`src/rtl/axi_tlb_cfg_sequencer.sv`:
```
// Serialises TLB entry/bypass updates: gates AW/AR ingress, drains
// outstanding transactions, applies one update, then reports completion.
module axi_tlb_cfg_sequencer #(
   parameter int unsigned NumEntries    = 4,
   parameter int unsigned EntryWidth    = 64,
   parameter int unsigned MaxTxns       = 8,
   parameter int unsigned TimeoutCycles = 0,
   parameter logic        BypassRst     = 1'b1,
   localparam int unsigned IdxW = (NumEntries > 1) ? $clog2(NumEntries) : 1,
   localparam int unsigned CntW = $clog2(MaxTxns + 1)
) (
   input  logic                             clk_i,
   input  logic                             rst_i,
   input  logic                             upd_valid_i,
   output logic                             upd_ready_o,
   input  logic [1:0]                       upd_op_i,
   input  logic [IdxW-1:0]                  upd_idx_i,
   input  logic [EntryWidth-1:0]            upd_entry_i,
   output logic                             done_valid_o,
   input  logic                             done_ready_i,
   output logic                             done_err_o,
   input  logic                             aw_hs_i,
   input  logic                             b_hs_i,
   input  logic                             ar_hs_i,
   input  logic                             r_last_hs_i,
   output logic                             gate_o,
   output logic [NumEntries*EntryWidth-1:0] entries_o,
   output logic                             bypass_o,
   output logic [CntW-1:0]                  inflight_wr_o,
   output logic [CntW-1:0]                  inflight_rd_o,
   output logic                             cnt_err_o
);

   localparam int unsigned TW = (TimeoutCycles > 1) ? $clog2(TimeoutCycles) : 1;

   localparam logic [1:0] OP_WR  = 2'b00;
   localparam logic [1:0] OP_SET = 2'b01;
   localparam logic [1:0] OP_CLR = 2'b10;
   localparam logic [1:0] OP_ILL = 2'b11;

   typedef enum logic [1:0] {
      S_IDLE,
      S_DRAIN,
      S_APPLY,
      S_RESP
   } state_t;

   state_t                           r_state;
   state_t                           w_state_nxt;
   logic [1:0]                       r_op;
   logic [IdxW-1:0]                  r_idx;
   logic [EntryWidth-1:0]            r_entry;
   logic [TW-1:0]                    r_tcnt;
   logic                             r_gate;
   logic                             r_err;
   logic                             r_bypass;
   logic                             r_cnt_err;
   logic [NumEntries*EntryWidth-1:0] r_entries;
   logic [CntW-1:0]                  r_wr;
   logic [CntW-1:0]                  r_rd;

   logic            w_accept;
   logic            w_bad;
   logic            w_drained;
   logic            w_timeout;
   logic [CntW-1:0] w_wr_nxt;
   logic [CntW-1:0] w_rd_nxt;
   logic            w_wr_err;
   logic            w_rd_err;

   // Saturating up/down step; MSB of the result flags an over/underflow.
   function automatic logic [CntW:0] f_step(
      input logic [CntW-1:0] c,
      input logic            inc,
      input logic            dec
   );
      logic [CntW:0] res;
      res = {1'b0, c};
      if (inc && !dec) begin
         if (c == CntW'(MaxTxns)) res[CntW] = 1'b1;
         else res[CntW-1:0] = c + 1'b1;
      end else if (dec && !inc) begin
         if (c == '0) res[CntW] = 1'b1;
         else res[CntW-1:0] = c - 1'b1;
      end
      return res;
   endfunction

   assign {w_wr_err, w_wr_nxt} = f_step(r_wr, aw_hs_i, b_hs_i);
   assign {w_rd_err, w_rd_nxt} = f_step(r_rd, ar_hs_i, r_last_hs_i);

   assign w_accept  = upd_valid_i && (r_state == S_IDLE);
   assign w_bad     = (upd_op_i == OP_ILL) ||
                      ((upd_op_i == OP_WR) && (32'(upd_idx_i) >= NumEntries));
   assign w_drained = (r_wr == '0) && (r_rd == '0);
   assign w_timeout = (TimeoutCycles != 0) &&
                      (32'(r_tcnt) == TimeoutCycles - 1);

   always_comb begin
      w_state_nxt = r_state;
      case (r_state)
         S_IDLE:  if (w_accept) w_state_nxt = w_bad ? S_RESP : S_DRAIN;
         S_DRAIN: begin
            if (w_drained)      w_state_nxt = S_APPLY;
            else if (w_timeout) w_state_nxt = S_RESP;
         end
         S_APPLY: w_state_nxt = S_RESP;
         S_RESP:  if (done_ready_i) w_state_nxt = S_IDLE;
         default: w_state_nxt = S_IDLE;
      endcase
   end

   always_ff @(posedge clk_i) begin
      if (rst_i) begin
         r_state <= S_IDLE;
         r_gate  <= 1'b0;
      end else begin
         r_state <= w_state_nxt;
         r_gate  <= (w_state_nxt == S_DRAIN) || (w_state_nxt == S_APPLY);
      end
   end

   always_ff @(posedge clk_i) begin
      if (rst_i) begin
         r_op      <= OP_WR;
         r_idx     <= '0;
         r_entry   <= '0;
         r_tcnt    <= '0;
         r_err     <= 1'b0;
         r_bypass  <= BypassRst;
         r_entries <= '0;
         r_wr      <= '0;
         r_rd      <= '0;
         r_cnt_err <= 1'b0;
      end else begin
         r_wr <= w_wr_nxt;
         r_rd <= w_rd_nxt;
         if (w_wr_err || w_rd_err || (r_gate && (aw_hs_i || ar_hs_i)))
            r_cnt_err <= 1'b1;
         if (w_accept) begin
            r_op    <= upd_op_i;
            r_idx   <= upd_idx_i;
            r_entry <= upd_entry_i;
            r_tcnt  <= '0;
            r_err   <= w_bad;
         end
         if (r_state == S_DRAIN) begin
            if (!w_drained && w_timeout) r_err <= 1'b1;
            else if (!w_drained) r_tcnt <= r_tcnt + 1'b1;
         end
         if (r_state == S_APPLY) begin
            case (r_op)
               OP_WR: begin
                  for (int unsigned i = 0; i < NumEntries; i++)
                     if (r_idx == IdxW'(i))
                        r_entries[i*EntryWidth +: EntryWidth] <= r_entry;
               end
               OP_SET:  r_bypass <= 1'b1;
               OP_CLR:  r_bypass <= 1'b0;
               default: ;
            endcase
         end
         if ((r_state == S_RESP) && done_ready_i) r_err <= 1'b0;
      end
   end

   assign upd_ready_o   = (r_state == S_IDLE);
   assign done_valid_o  = (r_state == S_RESP);
   assign done_err_o    = r_err;
   assign gate_o        = r_gate;
   assign entries_o     = r_entries;
   assign bypass_o      = r_bypass;
   assign inflight_wr_o = r_wr;
   assign inflight_rd_o = r_rd;
   assign cnt_err_o     = r_cnt_err;

endmodule
```
`config.mk`:
```
export PLATFORM = sky130hd
export DESIGN_NAME = axi_tlb_cfg_sequencer
export DESIGN_NICKNAME = d
export VERILOG_FILES = /design/src/rtl/axi_tlb_cfg_sequencer.sv
export SDC_FILE = /design/constraint.sdc
export NUM_CORES = 1
export LEC_CHECK = 0
export ABC_AREA = 1
export CAP_MARGIN = 40
export CORE_ASPECT_RATIO = 1.5
export CORE_UTILIZATION = 40
export CTS_CLUSTER_DIAMETER = 40
export DETAILED_ROUTE_END_ITERATION = 8
export DONT_BUFFER_PORTS = 1
export PLACE_DENSITY = 0.51
export SLEW_MARGIN = 40
export SYNTH_ARGS = -nofsm -noshare
export SYNTH_HDL_FRONTEND = slang
export SYNTH_SLANG_ARGS = --single-unit
```
`constraint.sdc`:
```
create_clock -name clk_i -period 2.69 [get_ports clk_i]
set_input_delay 0.4035 -clock clk_i [delete_from_list [all_inputs] [get_ports clk_i]]
set_output_delay 0.4035 -clock clk_i [all_outputs]
set_load 0.05 [all_outputs]
```
==> flow_summary.ini, run 1 <==
[pwr]
power.internal_mw = 9.498
p_switching_mw = 5.141
p_comb_frac = 0.144
ir_worst_vdd_uv = 676.7
power_density_mw_per_mm2 = 1073
leakagePower_nw = 5.197
p_clk_frac = 0.365
seqPwrFrac = 0.491
swShare = 0.3512

[sta]
max_freq_ghz = 0.5350
fin_crit_ps = 1869
rsz0062_at_grt = false
worstMarginPinSlew_ps = 720.9
holdWs_ps = 28.29
finalClockSkew_ps = 14.27
tns_ps = 0
slew_headroom = 0.5194
drv_slew = 0
setup-violations-final = 0
post-route-period-util = 0.6949
hold_violations = 0

[critical_path]
path_max_fanout = 31
startpoint = r_state[1]
cp_cell_sequence = inv_2 -> nor2_4 -> inv_2 -> nor2_4 -> nand2_2 -> inv_2 -> buf_4 -> nor2_1 -> nor2_1
cp-start-kind = flip-flop
max_stage_delay_ps = 420
cp_top_family = simple AND/OR/NAND/NOR gates
end_kind = flip-flop
slowest_stage = dfxtp_1
rr_worst_depth = 9
reg2reg_slack_ps = 820
worst_path_most_repeated_cell = inv_2
r2r-start = r_state[1]
critical_path_class = reg -> reg
required_ps = 3150
arrival_ps = 2330
critPathBufInv = 4
reg2reg_to = entries_o[108]

[yosys]
ys_top_cells_by_count = nor2_1, dfxtp_1, o21ai_0
seq_area_frac_synth = 0.5597
ys_async_sr_fraction = 0
netlist-cell-type-count = 23
synth.avg_cell_area_um2 = 7.750
yosys.area.top_type = dfxtp_1
ys_warn_count = 0
synth_seq_cells = 338
syn-num-nets = 1646
synthTopCellsByArea = dfxtp_1, nor2_1, o21ai_0
yosysTopAreaCellShare = 0.5597
synth_area_mm2 = 0.01209
syn_inst = 1560
synth_edf_count = 0
synth_ff_type = dfxtp_1
synth_most_common_cell = nor2_1

[clock_network]
cts_buffers = 37
clk_latency_ps = 530
cts_htree_levels = 2
ctsResizeCount = 0
root_buffer = clkbuf_16
clk_pin_slew_ps = 60
cts_buffer_depth = 3
clkSinkCount = 338
tritoncts = built

[run]
maxCapViolations = 0

[global_route]
grt_pass1_vias = 9107
grt_max_degree = 140
grt_pass1_wl_mm = 55.26
gr-total-overflow = 0
antenna_found_initial = 9
track_usage = 0.2342

[place]
gp_congestion = 0.8161
hpwl_mm = 24.10
io_buffers = 0
dp_cells = 1882

[detailed_routing]
wirelength_mm = 36.75
first_iter_violations = 571
vias_per_cell = 5.027
ant_nets = 0
drt_first_pass_iters = 5
drc = 0
vias = 9822
wl_per_cell_um = 18.81

[floorplanning]
die_h_um = 214.9
io_pins = 346
start_util = 0.4088
coreArea_mm2 = 0.02958
dieArea_mm2 = 0.03094
placementRows = 77
die_x_um = 144.0

[min_path]
hp-class = in -> reg
hp-start = upd_op_i[1]
hold_end = r_op[1]
whs_path_depth = 2

[cells_and_area]
fin_nets = 1613
syn2layout_area_growth_pct = 12.88
fill_cells = 3073
fin_cells = 1954
drive_gt1_frac = 0.06765

[run_status]
status = completed
==> layout by cell type (no fill, tap or decap), drive strengths merged, types with 2 or more instances in the layout <==
cell,count
dfxtp,338
clkbuf,46
nor2,661
ha,10
nand3,17
clkinv,6
xor2,2
buf,30
clkinvlp,2
o21ai,335
bufinv,5
diode,7
nand2,37
a21oi,15
inv,39
nand4,6
==> per-layer routing <==
layer / routed length [um] / vias to the layer above / global-route usage
met5: 58 / - / 0
met4: 851 / 8 / 0.07305
met3: 3490 / 60 / 0.08289
met2: 18370 / 308 / 0.4089
met1: 13970 / 4507 / 0.2613
li1: - / 4939 / -
==> what timing repair did <==
item	CTS	global route
buffers inserted	0	0
hold endpoints to repair	4	0
endpoints found under the setup margin	0	0
hold buffers	1	0
==> metrics by stage <==
step | setup WS (ps) | cell area, um^2 | total power, mW | utilization
finish | 820.8 | 13650 | 14.64 | 0.4614
CTS | 796.5 | 13630 | 14.78 | 0.4608
global placement | 829.1 | 12340 | 9.404 | 0.4172
global route | 644.9 | 13640 | 15.33 | 0.4612
detailed placement | 797.3 | 12340 | 9.437 | 0.4172
floorplan | 841.9 | 12090 | 8.697 | -
==> flip-flops by register name, summed over array words and instances, names as in the netlist <==
register,count
entries_o,256
r_entry,64
inflight_rd_o,4
inflight_wr_o,4
r_idx,2
r_op,2
r_state,2
bypass_o,1
cnt_err_o,1
done_err_o,1
gate_o,1
==> worst reg2reg max path, stage by stage, from the launching register on <==
cell	delay, ps
dfxtp_1	420
inv_2	100
nor2_4	150
inv_2	60
nor2_4	100
nand2_2	250
inv_2	120
buf_4	380
nor2_1	110
nor2_1	110
==> logic make-up (layout without fill, tap and decap cells) <==
group	after synthesis	in the layout	synth area share
simple gates	722	722	0.2290
compound gates	351	351	0.1455
flops	338	338	0.5597
buf+inv	137	129	0.05402
fa+ha+maj	10	10	0.01035
xor+xnor	2	2	0.001449
other cells	0	7	0
==> how the worst max path moves through the flow <==
stage                                 to  slack (ps)  cells past startpoint
after global routing      entries_o[108]         640                      9
after CTS                 entries_o[107]         800                      9
after floorplan              r_entry[23]         840                      7
final                     entries_o[108]         820                      9
after global placement    entries_o[104]         830                      9
after detailed placement  entries_o[107]         800                      9
==> final cells by class <==
| class | instances | area [um^2] | share of cell area |
|---|---|---|---|
| sequential | 338 | 6766 | 0.4958 |
| multi-input combinational | 1085 | 4681 | 0.3430 |
| clock buffer | 46 | 1032 | 0.07563 |
| tap | 395 | 494.2 | 0.03621 |
| timing repair buffer | 31 | 272.8 | 0.01999 |
| clock inverter | 18 | 249.0 | 0.01824 |
| inverter | 34 | 135.1 | 0.009901 |
| antenna | 7 | 17.52 | 0.001283 |
==> power by group through the flow <==
stage               combinational [mW]  sequential, mW  clock (mW)
CTS                               2.13            7.20        5.45
global route                      2.43            7.26        5.63
global placement                  2.10            7.30           0
detailed placement                2.13            7.31           0
finish                            2.11            7.18        5.34
floorplan                         1.53            7.17           0
Power figures use the tool's default switching activity.
==> run 2: changes to the inputs <==
--- a/config.mk
+++ b/config.mk
@@ -5,7 +5,7 @@
 export SDC_FILE = /design/constraint.sdc
 export NUM_CORES = 1
 export LEC_CHECK = 0
-export ABC_AREA = 1
+export ABC_AREA = 0
 export CAP_MARGIN = 40
 export CORE_ASPECT_RATIO = 1.5
 export CORE_UTILIZATION = 40
==> constraint.sdc (replaced) <==
create_clock -name clk_i -period 1.8 [get_ports clk_i]
set_input_delay 0.27 -clock clk_i [delete_from_list [all_inputs] [get_ports clk_i]]
set_output_delay 0.27 -clock clk_i [all_outputs]
set_load 0.05 [all_outputs]
==> flow_summary.ini, run 2 <==
[yosys]
ys_warn_count = 0
synth_most_common_cell = nand2_1
synth_edf_count = 0
synth_simple_gate_area_share = 0.2236
netlist-cell-type-count = 38
syn-num-nets = 1609
synth_area_mm2 = 0.01219
synth.avg_cell_area_um2 = 8.006
ys_async_sr_fraction = 0
yosys.area.top_type = dfxtp_1
synthTopCellsByArea = dfxtp_1, nand2_1, a21oi_1
synth_xor_area_frac = 0.001437
synth_top_family_by_area = simple AND/OR/NAND/NOR gates
seq_area_frac_synth = 0.5550
yosysTopAreaCellShare = 0.5550
syn_inst = 1523
synthMuxAreaShare = 0.001642
synth_compound_area_frac = 0.1564
ys_top_cells_by_count = nand2_1, dfxtp_1, a21oi_1
synth_ff_type = dfxtp_1
synth_seq_cells = 338
synthAdderAreaFrac = 0.01026

[sta]
max_freq_ghz = 0.5754
holdWs_ps = -162.5
slew_headroom = 0.4132
finalClockSkew_ps = 13.89
setup-violations-final = 0
fin_crit_ps = 1738
hold_violations = 37
drv_slew = 0
post-route-period-util = 0.9655
layout_setup_ws_ps = 62.01
worstMarginPinSlew_ps = 880.1

[critical_path]
r2r-start = r_op[0]
end_kind = flip-flop
path_max_fanout = 20
required_ps = 2160
cp-start-kind = flip-flop
critical_path_class = reg -> reg
critical_path.endpoint = entries_o[8]
reg2reg_slack_ps = 60
rr_worst_depth = 7
arrival_ps = 2100
reg2reg_to = entries_o[8]
startpoint = r_op[0]

[detailed_routing]
drc = 0
vias = 10095
wl_met1_mm = 14.36
wl_per_cell_um = 18.69
drt_first_pass_iters = 5
vias_per_cell = 5.086
topRoutingLayerUsed = met4
route.met2.wl_mm = 18.82
first_iter_violations = 503
wl_met3_mm = 3.169
wirelength_mm = 37.10
ant_nets = 0

[global_route]
grt_max_degree = 343
grt_pass1_wl_mm = 55.88
antenna_found_initial = 1
gr-total-overflow = 0
grt_pass1_vias = 9532
track_usage = 0.2323

[clock_network]
tritoncts = built
root_buffer = clkbuf_16
clkSinkCount = 338
cts_htree_levels = 2
clk_pin_slew_ps = 60
cts_buffers = 40
cts_buffer_depth = 3
clk_latency_ps = 520
post-cts-setup-buffers = 0

[place]
hpwl_mm = 23.13
preCtsSetupSlack_ps = -20.27
post_dp_cell_area_mm2 = 0.01261
dp_cells = 1849
gp_congestion = 0.7889
io_buffers = 0

[run_status]
status = finished with violations
violations = negative hold slack

[cells_and_area]
finalInstanceArea_mm2 = 0.01454
final_common_cell = nand2_1
fin_cells = 1985
final_cell_mix = nand2_1, dfxtp_1, a21oi_1
syn2layout_area_growth_pct = 19.26
fin_nets = 1645
drive_gt1_frac = 0.08685
largest_reg_flops = 256

[pwr]
leakagePower_nw = 4.901
ir_worst_vdd_uv = 817.2
power_density_mw_per_mm2 = 1206

[floorplanning]
io_pins = 346
die_x_um = 144.6
placementRows = 77
start_util = 0.4096
dieArea_mm2 = 0.03120
coreArea_mm2 = 0.02977
die_h_um = 215.8

[min_path]
hp-class = in -> reg

[run]
maxCapViolations = 0
-- run 2: cell families (layout without fill, tap and decap cells) --
logic type,Yosys count,after routing
AND/OR/NAND/NOR,692,692
AO/OA/AOI/OAI,360,360
flip-flops,338,338
buffers and inverters,119,185
adder cells (fa/ha/maj),10,10
XOR/XNOR,2,2
multiplexers,2,2
other,0,1
-- run 2: worst min path at each step --
stage                 start             end  slack [ps]  cells after the start
2_1_floorplan  done_ready_i      r_state[0]         370                      1
3_3_place_gp          rst_i  entries_o[216]         360                      1
3_5_place_dp   done_ready_i      r_state[0]         370                      1
4_1_cts               rst_i       cnt_err_o        -180                      1
5_1_grt               rst_i  entries_o[217]        -190                      1
6_report              rst_i       cnt_err_o        -160                      1
-- run 2: cell type report --
class	instances	area, um^2
Clock buffer	52	1097
Clock inverter	20	176.4
Multi-Input combinational cell	1066	4832
Tap cell	395	494.2
Inverter	11	41.29
Fill cell	2952	15230
Timing Repair Buffer	102	1122
Antenna cell	1	2.502
Sequential cell	338	6775
-- run 2: critical path: stages (launching register included) --
cell	delay, ps
dfxtp_2	320
inv_1	70
ha_2	230
nand3b_4	80
or3_2	460
buf_4	240
nand2_1	100
a21oi_1	70
-- run 2: per-layer routing --
layer	vias to the layer above	track usage
li1	5025	-
met1	4723	0.2591
met2	300	0.4128
met3	47	0.07411
met4	0	0.06982
met5	-	0
-- run 2: power by group --
part	total (mW)	switching [mW]	internal [mW]
Combinational	1.56	0.991	0.567
Clock	7.76	3.14	4.61
Sequential	8.23	0.488	7.74
-- run 2: through the flow --
step | setup TNS (ps) | total power [mW] | util
after floorplan | 0 | 9.335 | -
after global placement | 0 | 9.823 | 0.4236
after detailed placement | -20.27 | 9.838 | 0.4236
after CTS | 0 | 17.71 | 0.4759
after global routing | -1.275 | 18.22 | 0.4885
final | 0 | 17.54 | 0.4885
-- run 2: timing repair --
action                                  CTS  global route
endpoints found under the setup margin    2            84
resized for setup                         2             8
hold buffers                             28            36
pin swaps                                 0             3
endpoints found under the hold margin   338           330
